===== src/rtl/run_ctrl_fsm.sv =====
// Run controller: latches a run length on start, counts engine cycles, and supports pause/resume,
// early stop, abort, a programmable DONE hold time and optional back-to-back auto-restart.
module run_ctrl_fsm #(
  parameter int CNT_W        = 16,
  parameter int DONE_HOLD    = 1,
  parameter int AUTO_RESTART = 0
) (
  input  logic             clk,
  input  logic             rst,
  input  logic             start,
  input  logic             stop,
  input  logic             pause,
  input  logic             resume,
  input  logic             abort,
  input  logic [CNT_W-1:0] len,
  output logic [1:0]       state,
  output logic             busy,
  output logic             run_en,
  output logic [CNT_W-1:0] count,
  output logic             done_pulse,
  output logic             early,
  output logic             aborted
);

  typedef enum logic [1:0] {
    S_IDLE    = 2'b00,
    S_RUNNING = 2'b01,
    S_PAUSED  = 2'b10,
    S_DONE    = 2'b11
  } state_t;

  localparam logic [7:0] HOLD_LAST = 8'(DONE_HOLD - 1);
  localparam bit         AUTO      = (AUTO_RESTART != 0);

  state_t           state_q, state_d;
  logic [CNT_W-1:0] count_d, len_q, len_d, count_inc;
  logic [7:0]       hold_q, hold_d;
  logic             pulse_d, early_d, aborted_d, begin_run;

  assign count_inc = count + CNT_W'(1);
  assign state     = state_q;
  assign busy      = (state_q == S_RUNNING) || (state_q == S_PAUSED);
  assign run_en    = (state_q == S_RUNNING);

  always_ff @(posedge clk or posedge rst) begin
    if (rst) begin
      state_q    <= S_IDLE;
      count      <= '0;
      len_q      <= '0;
      hold_q     <= '0;
      done_pulse <= 1'b0;
      early      <= 1'b0;
      aborted    <= 1'b0;
    end else begin
      state_q    <= state_d;
      count      <= count_d;
      len_q      <= len_d;
      hold_q     <= hold_d;
      done_pulse <= pulse_d;
      early      <= early_d;
      aborted    <= aborted_d;
    end
  end

  always_comb begin
    state_d   = state_q;
    count_d   = count;
    len_d     = len_q;
    hold_d    = hold_q;
    pulse_d   = 1'b0;
    early_d   = early;
    aborted_d = aborted;
    begin_run = 1'b0;

    case (state_q)
      S_IDLE: begin
        begin_run = start;
      end
      S_RUNNING: begin
        // abort > stop > completion > pause; the stop/completion cycle itself counts
        if (abort) begin
          state_d   = S_IDLE;
          aborted_d = 1'b1;
        end else if (stop) begin
          state_d = S_DONE;
          count_d = count_inc;
          early_d = (count_inc < len_q);
          pulse_d = 1'b1;
          hold_d  = '0;
        end else if (count_inc == len_q) begin
          state_d = S_DONE;
          count_d = len_q;
          early_d = 1'b0;
          pulse_d = 1'b1;
          hold_d  = '0;
        end else if (pause) begin
          state_d = S_PAUSED;
        end else begin
          count_d = count_inc;
        end
      end
      S_PAUSED: begin
        if (abort) begin
          state_d   = S_IDLE;
          aborted_d = 1'b1;
        end else if (stop) begin
          state_d = S_DONE;
          early_d = (count != len_q);
          pulse_d = 1'b1;
          hold_d  = '0;
        end else if (resume) begin
          state_d = S_RUNNING;
        end
      end
      S_DONE: begin
        if (hold_q == HOLD_LAST) begin
          if (AUTO && start) begin
            begin_run = 1'b1;
          end else begin
            state_d = S_IDLE;
          end
        end else begin
          hold_d = hold_q + 8'd1;
        end
      end
      default: begin
        state_d = S_IDLE;
      end
    endcase

    // A new run relatches len and clears the previous run's result flags.
    if (begin_run) begin
      len_d     = len;
      count_d   = '0;
      early_d   = 1'b0;
      aborted_d = 1'b0;
      hold_d    = '0;
      if (len == '0) begin
        state_d = S_DONE;
        pulse_d = 1'b1;
      end else begin
        state_d = S_RUNNING;
      end
    end
  end

endmodule


===== config.mk =====
export PLATFORM = sky130hd
export DESIGN_NAME = run_ctrl_fsm
export DESIGN_NICKNAME = d
export VERILOG_FILES = /design/src/rtl/run_ctrl_fsm.sv
export SDC_FILE = /design/constraint.sdc
export NUM_CORES = 1
export LEC_CHECK = 0
export CAP_MARGIN = 10
export CORE_ASPECT_RATIO = 1.25
export CORE_MARGIN = 1.5
export CORE_UTILIZATION = 45
export CTS_BUF_LIST = sky130_fd_sc_hd__clkbuf_4 sky130_fd_sc_hd__clkbuf_8
export CTS_CLUSTER_DIAMETER = 80
export DETAILED_ROUTE_END_ITERATION = 10
export GPL_TIMING_DRIVEN = 0
export HOLD_SLACK_MARGIN = 0.03
export PLACE_DENSITY = 0.79
export SLEW_MARGIN = 20
export SYNTH_ARGS = -nofsm -noshare
export SYNTH_HDL_FRONTEND = slang
export SYNTH_SLANG_ARGS = --single-unit

===== constraint.sdc =====
create_clock -name clk -period 4.01 [get_ports clk]
set_input_delay 0.802 -clock clk [delete_from_list [all_inputs] [get_ports clk]]
set_output_delay 0.802 -clock clk [all_outputs]
set_load 0.03 [all_outputs]

==> flow_metrics.tcl, run 1 <==
set metrics [dict create \
    numCtsBuffers 5 \
    clk_latency_ns 0.31 \
    path_class "reg2reg" \
    power_per_cell_area_nw_per_um2 515 \
    synth_most_common_cell "sky130_fd_sc_hd__nand2_1" \
    cts.hold.buffers_added 0 \
    worst_setup_path_end_kind "register" \
    path_max_fanout 8 \
    endpoint_of_the_worst_slack_reg_to_reg_timing_path "count[0]" \
    detail_route.drc_violations 0 \
    grt_antenna_before_repair 0 \
    synth_ff_type "sky130_fd_sc_hd__dfrtp_1" \
    post_synth_fa_ha_maj_area_fraction_pct 8.62 \
    netlist_top_cells_area "sky130_fd_sc_hd__dfrtp_1 34%, sky130_fd_sc_hd__ha_1 8.6%, sky130_fd_sc_hd__nand2_1 5.7%" \
    io_buffer_count 45 \
    start_util_pct 47.3 \
    finish.utilization_pct 57.9 \
    vias 3290 \
    number_of_global_route_vias_before_repair 3176 \
    postRouteWirelength_um 9670 \
    fmaxAchievable_mhz 261 \
    min_period_over_period_pct 95.6 \
    synth.ff_latch_count 45 \
    tritoncts "built" \
    die_x_um 80.0 \
    synth_mux_area_share_pct 3.34 \
    cap_violations 0 \
    cts-htree-levels 2 \
    regToRegSetupSlack_ns 0.18 \
    clock-skew-final_ns 0.0177 \
    cts.sinks 45 \
    critPathArrivalTime_ns 4.02 \
    flow.area_growth_from_synthesis_pct 22.5 \
    grt_overflow 0 \
    gp_congestion 0.929 \
    synth-async-reset-ratio_pct 100 \
    post_synth_instance_area_um2 3340 \
    r2r.worst_path.cells 12 \
    grt_max_degree 29 \
    synth-xor-area-share_pct 6.82 \
    synthesis.instances 404 \
    place_hpwl_um 7260 \
    unrepaired_setup_endpoints_after_global_routing "no" \
    synth_nets 450 \
    finish.net_count 505 \
    reg_clk_slew_reported_paths_ns 0.09 \
    antenna-diode-count 0 \
    leakage_nw 1.72 \
    dpl_cell_area_um2 3920 \
    layout-drive-gt1-share_pct 8.26 \
    hold-worst-slack_ns 0.498 \
    clk_path_buf_depth 2 \
    wl_cell_um 17.6 \
    synth.yosys.seq_area_share_pct 33.7 \
    finalCriticalPeriod_ns 3.83 \
    die_height_um 99.3 \
    timing.max_slew.rel_slack_pct 55.2 \
    yosysTopAreaCell "sky130_fd_sc_hd__dfrtp_1" \
    std_cell_rows 34 \
    cts_root_buffer "sky130_fd_sc_hd__clkbuf_8" \
    detailedRoute.firstPassIterationCount 5 \
    design.core.area_um2 7060 \
    tightestPinTransition_ns 0.672 \
    power_mw 2.11 \
    synth_compound_gate_area_share_pct 18.9 \
    global_route_total_usage_across_every_layer_pct 25.3 \
    worst_setup_path_startpoint "count[4]" \
    yosysWarnings 0 \
    final_cell_area_um2 4090 \
    worstPathRequired_ns 4.20 \
    top_level_ports 46 \
    synth_enable_flop_cells 0 \
    cell_types_with_the_highest_counts_after_synthesis "51 x sky130_fd_sc_hd__nand2_1, 45 x sky130_fd_sc_hd__dfrtp_1, 29 x sky130_fd_sc_hd__o21ai_0" \
    antenna_violating_nets_post_route 0 \
    main_combinational_cell_family_by_area_after_synthesis "simple AND/OR/NAND/NOR gates" \
    synth_top_area_share_pct 33.7 \
    timing.final.max_slew_violations 0 \
    fp.dieArea_um2 7950 \
    cp-endpoint "count[0]" \
    wire_length_of_the_first_global_routing_pass_um 15500 \
    synthesis.area_per_instance_um2 8.26 \
    first_iter_violations 323 \
    critical_path.startpoint_type "register" \
    regToRegStartpoint "count[4]" \
    hold_viol 0 \
    status "complete, no violations" \
    report.final.setup_viol 0 \
    yosysUniqueCellTypes 54 \
    worstHoldPathType "reg2reg" \
    synth_simple_gate_area_share_pct 23.1 \
    viasPerCell 5.98 \
    power.ir.vdd_worst_v 0.000223 \
]
==> worst min-delay path by stage <==
stage                     startpoint        end  slack, ns  cells after the start
final                        aborted    aborted       0.50                      2
after global routing         aborted    aborted       0.53                      2
after CTS                    aborted    aborted       0.51                      2
after detailed placement     aborted    aborted       0.49                      2
after global placement       aborted    aborted       0.48                      2
after floorplan            hold_q[7]  hold_q[7]       0.51                      2
==> registers in the layout (all words and copies together) (netlist names) <==
name and count:
state 2, early 1, done_pulse 1, aborted 1
hold_q 8, len_q 16, count 16
==> power by group <==
group          switching, mW  internal, mW  leakage (nW)
Clock                  0.163         0.128        0.0484
Combinational          0.683         0.442          1.09
Sequential             0.118         0.572         0.580
==> metrics by stage <==
stage | TNS (ns) | worst slack [ns] | std cells
finish | 0 | 0.177 | 550
global route | 0 | 0.0211 | 550
CTS | 0 | 0.00586 | 551
detailed placement | -5.87 | -0.474 | 540
global placement | -4.19 | -0.397 | 539
floorplan | 0 | 0.186 | 404
==> worst max-delay path: stages, from the launching register on <==
cell and delay [ns]:
sky130_fd_sc_hd__dfrtp_2 0.45, sky130_fd_sc_hd__nand4_1 0.18, sky130_fd_sc_hd__or3_1 0.38, sky130_fd_sc_hd__clkbuf_1 0.19, sky130_fd_sc_hd__o31a_1 0.34, sky130_fd_sc_hd__or2_1 0.23
sky130_fd_sc_hd__ha_1 0.33, sky130_fd_sc_hd__nand4_4 0.16, sky130_fd_sc_hd__or4_1 0.53, sky130_fd_sc_hd__clkbuf_1 0.21, sky130_fd_sc_hd__nor2_4 0.30, sky130_fd_sc_hd__a21oi_1 0.13
sky130_fd_sc_hd__o221a_2 0.29
==> area by class of cell <==
| class | count | area [µm²] |
|---|---|---|
| Buffer | 16 | 61.3 |
| Clock buffer | 6 | 76.3 |
| Clock inverter | 2 | 10.0 |
| Fill cell | 660 | 2970 |
| Inverter | 29 | 109 |
| Multi-Input combinational cell | 310 | 2070 |
| Sequential cell | 45 | 1140 |
| Tap cell | 90 | 113 |
| Timing Repair Buffer | 52 | 515 |
==> layer usage <==
layer | part of all wire, % | GRT usage (%) | routed length [µm]
met1 | 41 | 31.5 | 3960
met2 | 49 | 42.7 | 4730
met3 | 7.4 | 4.40 | 711
met4 | 2.8 | 10.3 | 270
met5 | 0 | 0 | 0
==> layout by cell type, fill, tap and decap left out, drive strengths merged, types with 3 or more instances in the layout <==
cell type / netlist / final
or4: 3 / 3
nor3: 17 / 17
xnor2: 17 / 17
inv: 28 / 28
o211ai: 5 / 5
and2: 3 / 3
nor4: 12 / 12
and3: 5 / 5
nand3: 14 / 14
clkbuf: 18 / 20
o31a: 4 / 4
buf: 2 / 9
o22ai: 4 / 4
nand2b: 5 / 5
or3: 4 / 4
ha: 23 / 23
o32ai: 6 / 6
mux2i: 10 / 10
a21oi: 28 / 28
nand4: 9 / 9
or2: 3 / 3
dfrtp: 45 / 45
clkdlybuf4s50: 0 / 45
nor2: 20 / 20
nand2: 51 / 51
clkinv: 1 / 3
o21ai: 33 / 33
xor2: 9 / 9
==> timing repair <==
item | CTS | global route
pin swaps | 2 | 1
gates resized for setup | 4 | 11
endpoints found under the hold margin | 0 | 0
gates cloned | 0 | 0
setup endpoints to repair | 22 | 21
buffers inserted | 5 | 1
==> cells by family (layout without fill, tap and decap cells) <==
logic type	Yosys count	after routing
flops	45	45
simple gates	151	151
mux	11	11
xor+xnor	26	26
compound gates	99	99
fa+ha+maj	23	23
buf+inv	49	105
No activity file was read; power rests on OpenSTA's default activity.
==> run 2: changes to the inputs <==
Settings changed: ABC_AREA set to 1, MAX_ROUTING_LAYER set to met4, PLACE_DENSITY 0.79 to 0.78.
==> flow_metrics.tcl, run 2 <==
set metrics [dict create \
    worst_setup_path_startpoint "count[0]" \
    tightestPinTransition_ns 0.467 \
    worstHoldPathType "reg2reg" \
    path_class "reg2reg" \
    wl_cell_um 13.5 \
    sequential_cell_fraction_of_total_power_pct 27.2 \
    layout-drive-gt1-share_pct 8.50 \
    synth_ff_type "sky130_fd_sc_hd__dfrtp_1" \
    crit_path_max_incr_delay_ns 0.55 \
    endpoint_of_the_worst_slack_reg_to_reg_timing_path "hold_q[5]" \
    yosysUniqueCellTypes 32 \
    cts.hold.buffers_added 0 \
    r2r.worst_path.cells 18 \
    regToRegStartpoint "count[0]" \
    final_cell_area_um2 4340 \
    design.core.area_um2 7840 \
    number_of_global_route_vias_before_repair 3514 \
    finish.net_count 657 \
    worst_setup_path_end_kind "register" \
    flow.area_growth_from_synthesis_pct 19.4 \
    layout.cells.most_common "sky130_fd_sc_hd__nand2_1" \
    place_hpwl_um 7580 \
    dpl_cell_area_um2 4230 \
    tritoncts "built" \
    path_buf_inv 4 \
    critPathTopFamily "simple AND/OR/NAND/NOR gates" \
    synth_enable_flop_cells 0 \
    cts_resized 0 \
    timing.max_slew.rel_slack_pct 68.9 \
    first_iter_violations 226 \
    gp_congestion 0.934 \
    final_cell_mix "201 x sky130_fd_sc_hd__nand2_1, 83 x sky130_fd_sc_hd__inv_1, 45 x sky130_fd_sc_hd__dfrtp_1, 45 x sky130_fd_sc_hd__clkdlybuf4s50_1, 42 x sky130_fd_sc_hd__nand3_1" \
    final-instance-count-excl-fill 707 \
    clk_path_buf_depth 2 \
    synth.yosys.seq_area_share_pct 30.9 \
    report.final.setup_viol 0 \
    die_x_um 83.4 \
    postRouteWirelength_um 9520 \
    vias 3641 \
    power_per_cell_area_nw_per_um2 724 \
    post_synth_instance_area_um2 3640 \
    cts_root_buffer "sky130_fd_sc_hd__clkbuf_8" \
    worstPathRequired_ns 4.22 \
    clk_latency_ns 0.31 \
    cap_violations 0 \
    power.internal_mw 1.54 \
    hold_viol 0 \
    cp-endpoint "hold_q[5]" \
    switching_share_pct 51.2 \
    synth.ff_latch_count 45 \
    cts_post_setup_buffers_inserted 0 \
    yosysWarnings 0 \
    fin_ws_ns 1.17 \
    power_mw 3.14 \
    critPathArrivalTime_ns 3.05 \
    net-switching-power_mw 1.61 \
    std_cell_rows 36 \
    timing.final.max_slew_violations 0 \
    hold-worst-slack_ns 0.491 \
    synthesis.instances 558 \
    synthesis.area_per_instance_um2 6.52 \
    fmaxAchievable_mhz 353 \
    die_height_um 104 \
    filler_instances 773 \
    antenna-diode-count 0 \
    setup-tns-final_ns 0 \
    global_route_total_usage_across_every_layer_pct 24.0 \
    synth_nets 604 \
    viasPerCell 5.15 \
    clock-skew-final_ns 0.0104 \
    yosysTopAreaCell "sky130_fd_sc_hd__dfrtp_1" \
    worst_path_max_delay_cell "sky130_fd_sc_hd__dfrtp_1" \
    synth_top_area_share_pct 30.9 \
    critPathMostFrequentCell "sky130_fd_sc_hd__nand2_1" \
    unrepaired_setup_endpoints_after_global_routing "no" \
    cts.sinks 45 \
    top_regs "count: 16 flops, len_q: 16 flops, hold_q: 8 flops" \
    grt_antenna_before_repair 0 \
    finish.utilization_pct 55.4 \
    top_level_ports 46 \
    netlist_top_cells_area "sky130_fd_sc_hd__dfrtp_1 31%, sky130_fd_sc_hd__nand2_1 21%, sky130_fd_sc_hd__inv_1 8.7%" \
    wire_length_of_the_first_global_routing_pass_um 16400 \
    min_period_over_period_pct 70.7 \
    regToRegSetupSlack_ns 1.17 \
    io_buffer_count 45 \
    detail_route.drc_violations 0 \
    numPlacedInstances 699 \
    layout.area.seq_um2 1130 \
    critical_path_depth 18 \
    detailedRoute.firstPassIterationCount 5 \
    synth_most_common_cell "sky130_fd_sc_hd__nand2_1" \
    reg_clk_slew_reported_paths_ns 0.09 \
    leakage_nw 2.35 \
    critical_path.startpoint_type "register" \
    power_frac_comb_pct 61.1 \
    cp_cell_sequence "inv_2, nor2_2, nand2_2, nor2_2, xor2_1, inv_1, ha_1, nand2_1, inv_2, nand2_2, nor2_4, nand2_4, nand3_2, and2_4, buf_8, nand2_4, nand2_1, nand2_1" \
    finalCriticalPeriod_ns 2.84 \
    antenna_violating_nets_post_route 0 \
    status "complete, no violations" \
    grt_overflow 0 \
    clkPwrFrac_pct 11.7 \
    cts-htree-levels 2 \
    fp.dieArea_um2 8640 \
    power.ir.vdd_worst_v 0.000455 \
    start_util_pct 46.4 \
    synth-async-reset-ratio_pct 100 \
    cell_types_with_the_highest_counts_after_synthesis "201 x sky130_fd_sc_hd__nand2_1, 84 x sky130_fd_sc_hd__inv_1, 45 x sky130_fd_sc_hd__dfrtp_1" \
    path_max_fanout 9 \
    detailedPlace.worstSlack_ns 1.17 \
    numCtsBuffers 5 \
    multi_input_comb_area_um2 2070 \
    grt_max_degree 28 \
]
==> run 2: cell types whose count changed after synthesis, sizes merged, moves of 10 or more <==
cell,delta
nor2,+29
nand2,+160
mux2i,-10
nor4,-12
clkbuf,-16
nand3,+32
inv,+65
a21oi,-21
xnor2,-17
==> run 2: power groups by stage <==
stage / sequential, mW / combinational, mW / clock [mW]
after CTS: 0.851 / 1.92 / 0.369
final: 0.854 / 1.92 / 0.368
after detailed placement: 0.859 / 1.91 / 0
after floorplan: 0.974 / 1.20 / 0
after global routing: 0.886 / 2.17 / 0.386
after global placement: 0.852 / 1.87 / 0
==> run 2: layout make-up <==
| cell class | instances | area share [%] |
|---|---|---|
| inverters | 93 | 8.04 |
| plain buffers | 11 | 2.07 |
| repair buffers | 46 | 10.8 |
| clock inverters | 2 | 0.893 |
| multi-input cells | 409 | 47.8 |
| clock buffers | 6 | 1.76 |
| flip-flops and latches | 45 | 25.9 |
| well taps | 95 | 2.74 |
==> run 2: routing by layer <==
metal / wire (µm) / GRT usage [%] / vias to the layer above
met4: 265 / 8.20 / 0
li1: - / - / 1842
met3: 411 / 3.27 / 23
met5: 0 / - / -
met1: 4020 / 28.2 / 1666
met2: 4820 / 42.1 / 110
==> run 2: worst min-delay path: cells and delay by family, from the launching register on <==
family	cells	cell delay, ns
flip-flops	1	0.35
AND/OR/NAND/NOR	2	0.11
==> run 2: logic make-up (layout without fill, tap and decap cells) <==
kind of cell	Yosys count	after routing	synth area share (%)
fa+ha+maj	23	23	7.91
flops	45	45	30.9
buf+inv	104	158	12.1
simple gates	325	325	39.6
xor+xnor	9	9	2.17
compound gates	52	52	7.36
==> run 2: worst min-delay path by stage <==
| stage | startpoint | end | slack [ns] | cells past startpoint |
|---|---|---|---|---|
| after CTS | early | early | 0.49 | 2 |
| after global routing | early | early | 0.53 | 2 |
| after floorplan | len_q[1] | len_q[1] | 0.45 | 2 |
| after detailed placement | early | early | 0.47 | 2 |
| after global placement | aborted | aborted | 0.47 | 2 |
| final | early | early | 0.49 | 2 |
==> run 3: changes to the inputs <==
Clock period 4.01 ns to 2.62 ns, I/O delays scaled along.
==> flow_metrics.tcl, run 3 (synthesis results as in run 2) <==
set metrics [dict create \
    status "finished with violations" \
    failed_checks "setup timing" \
    cp_cell_sequence "nand2_2, nor2_2, nand2_2, nor2_4, xor2_2, inv_1, ha_4, nand2_1, inv_2, nand2_2, nor2_4, nand2_4, nor2_8, buf_6, nand2_2, o21ai_1, o21ai_1" \
    cts_root_buffer "sky130_fd_sc_hd__clkbuf_8" \
    hold-worst-slack_ns 0.490 \
    net-switching-power_mw 2.68 \
    first_iter_violations 280 \
    layout.area.seq_um2 1140 \
    setup-tns-final_ns -0.0282 \
    reg_clk_slew_reported_paths_ns 0.09 \
    top_regs "count: 16 flops, len_q: 16 flops, hold_q: 8 flops" \
    wire_length_of_the_first_global_routing_pass_um 16800 \
    cap_violations 0 \
    fmaxAchievable_mhz 378 \
    flow.area_growth_from_synthesis_pct 32.8 \
    top_level_ports 46 \
    critPathMostFrequentCell "sky130_fd_sc_hd__nand2_2" \
    tritoncts "built" \
    leakage_nw 2.56 \
    power_per_cell_area_nw_per_um2 1100 \
    detailedRoute.firstPassIterationCount 7 \
    crit_path_max_incr_delay_ns 0.43 \
    clk_path_buf_depth 2 \
    layout-drive-gt1-share_pct 20.6 \
    antenna_violating_nets_post_route 0 \
    std_cell_rows 36 \
    grt_max_degree 28 \
    vias 3862 \
    wl_cell_um 14.3 \
    numCtsBuffers 5 \
    worstPathRequired_ns 2.82 \
    worst_setup_path_end_kind "register" \
    clk_latency_ns 0.31 \
    final_cell_area_um2 4830 \
    dpl_cell_area_um2 4230 \
    unrepaired_setup_endpoints_after_global_routing "yes" \
    final-instance-count-excl-fill 741 \
    antenna-diode-count 0 \
    grt_overflow 0 \
    finish.net_count 691 \
    timing.max_slew.rel_slack_pct 65.0 \
    clock-skew-final_ns 0.0106 \
    critPathArrivalTime_ns 2.85 \
    multi_input_comb_area_um2 2290 \
    numPlacedInstances 699 \
    detail_route.drc_violations 0 \
    die_height_um 104 \
    final_cell_mix "186 x sky130_fd_sc_hd__nand2_1, 81 x sky130_fd_sc_hd__inv_1, 45 x sky130_fd_sc_hd__clkdlybuf4s50_1" \
    die_x_um 83.4 \
    min_period_over_period_pct 101 \
    path_max_fanout 8 \
    critical_path.startpoint_type "register" \
    hold_viol 0 \
    filler_instances 708 \
    power_mw 5.32 \
    clkPwrFrac_pct 10.6 \
    fin_ws_ns -0.0277 \
    power.internal_mw 2.65 \
    power.ir.vdd_worst_v 0.000754 \
    finalCriticalPeriod_ns 2.65 \
    io_buffer_count 45 \
    cts.sinks 45 \
    timing.final.max_slew_violations 0 \
    worstHoldPathType "reg2reg" \
    grt_antenna_before_repair 0 \
    report.final.setup_viol 2 \
    global_route_total_usage_across_every_layer_pct 24.5 \
    worst_path_max_delay_cell "sky130_fd_sc_hd__dfrtp_2" \
    path_class "reg2reg" \
    power_frac_comb_pct 65.1 \
    tightestPinTransition_ns 0.523 \
    place_hpwl_um 7580 \
    cts-htree-levels 2 \
    postRouteWirelength_um 10600 \
    number_of_global_route_vias_before_repair 3593 \
    fp.dieArea_um2 8640 \
    sequential_cell_fraction_of_total_power_pct 24.3 \
    viasPerCell 5.21 \
    gp_congestion 0.934 \
    switching_share_pct 50.3 \
    start_util_pct 46.4 \
    layout.cells.most_common "sky130_fd_sc_hd__nand2_1" \
    design.core.area_um2 7840 \
]
run 3: cell count changes in the layout (fill, tap and decap cells not counted), moves of 11 or more:
cell | before | now
sky130_fd_sc_hd__buf_4 | 1 | 31
sky130_fd_sc_hd__dfrtp_1 | 45 | 33
sky130_fd_sc_hd__dfrtp_2 | 0 | 12
sky130_fd_sc_hd__nand2_1 | 201 | 186
sky130_fd_sc_hd__nand2_2 | 8 | 19
run 3: power groups by stage:
stage / registers [mW] / logic (mW) / clock network (mW)
6_report: 1.29 / 3.47 / 0.565
5_1_grt: 1.33 / 3.83 / 0.592
4_1_cts: 1.30 / 3.06 / 0.565
3_5_place_dp: 1.32 / 2.93 / 0
3_3_place_gp: 1.30 / 2.86 / 0
2_1_floorplan: 1.49 / 1.84 / 0
run 3: final timing paths:
kind | depth (start not counted) | end | slack [ns] | from
hold / removal | 2 | early | 0.49 | early
max in group asynchronous | 3 | len_q[13] | 1.61 | rst
setup reg to reg | 17 | count[1] | -0.03 | count[7]
hold reg to reg | 2 | early | 0.49 | early
setup / recovery | 17 | count[1] | -0.03 | count[7]
min in group asynchronous | 2 | len_q[6] | 0.52 | rst
run 3: timing repair:
action | CTS | global route
setup endpoints to repair | 26 | 28
pin swaps | 5 | 26
buffers inserted | 7 | 25
hold buffers | 0 | 0
cloned | 0 | 3
gates resized for setup | 22 | 47
run 3: area by class of cell:
type	count	area share [%]
multi-input cells	410	47.3
clock buffers	6	1.58
inverters	93	7.33
plain buffers	10	1.63
well taps	95	2.46
flip-flops and latches	45	23.6
repair buffers	80	15.3
clock inverters	2	0.803
run 3: critical path, delay by kind of cell, from the launching register on:
family | cells | cell delay, ns
buffers and inverters | 3 | 0.30
AOI/OAI and AO/OA | 2 | 0.19
and+or+nand+nor | 10 | 1.16
xor gates and xnor gates | 1 | 0.17
DFF | 1 | 0.43
adders and majority gates | 1 | 0.27
run 3: per-layer routing:
| layer | part of all wire (%) | GRT usage [%] | vias to the layer above |
|---|---|---|---|
| li1 | - | - | 1910 |
| met1 | 40 | 28.9 | 1767 |
| met2 | 50 | 42.7 | 148 |
| met3 | 4.8 | 3.03 | 37 |
| met4 | 4.6 | 9.60 | 0 |
| met5 | 0 | - | - |
run 3: metrics by stage:
step | util [%] | setup WS [ns]
floorplan | - | 0.0148
global placement | 53.7 | -0.139
detailed placement | 54.0 | -0.216
CTS | 57.0 | 0.00144
global route | 61.7 | -0.147
finish | 61.7 | -0.0277
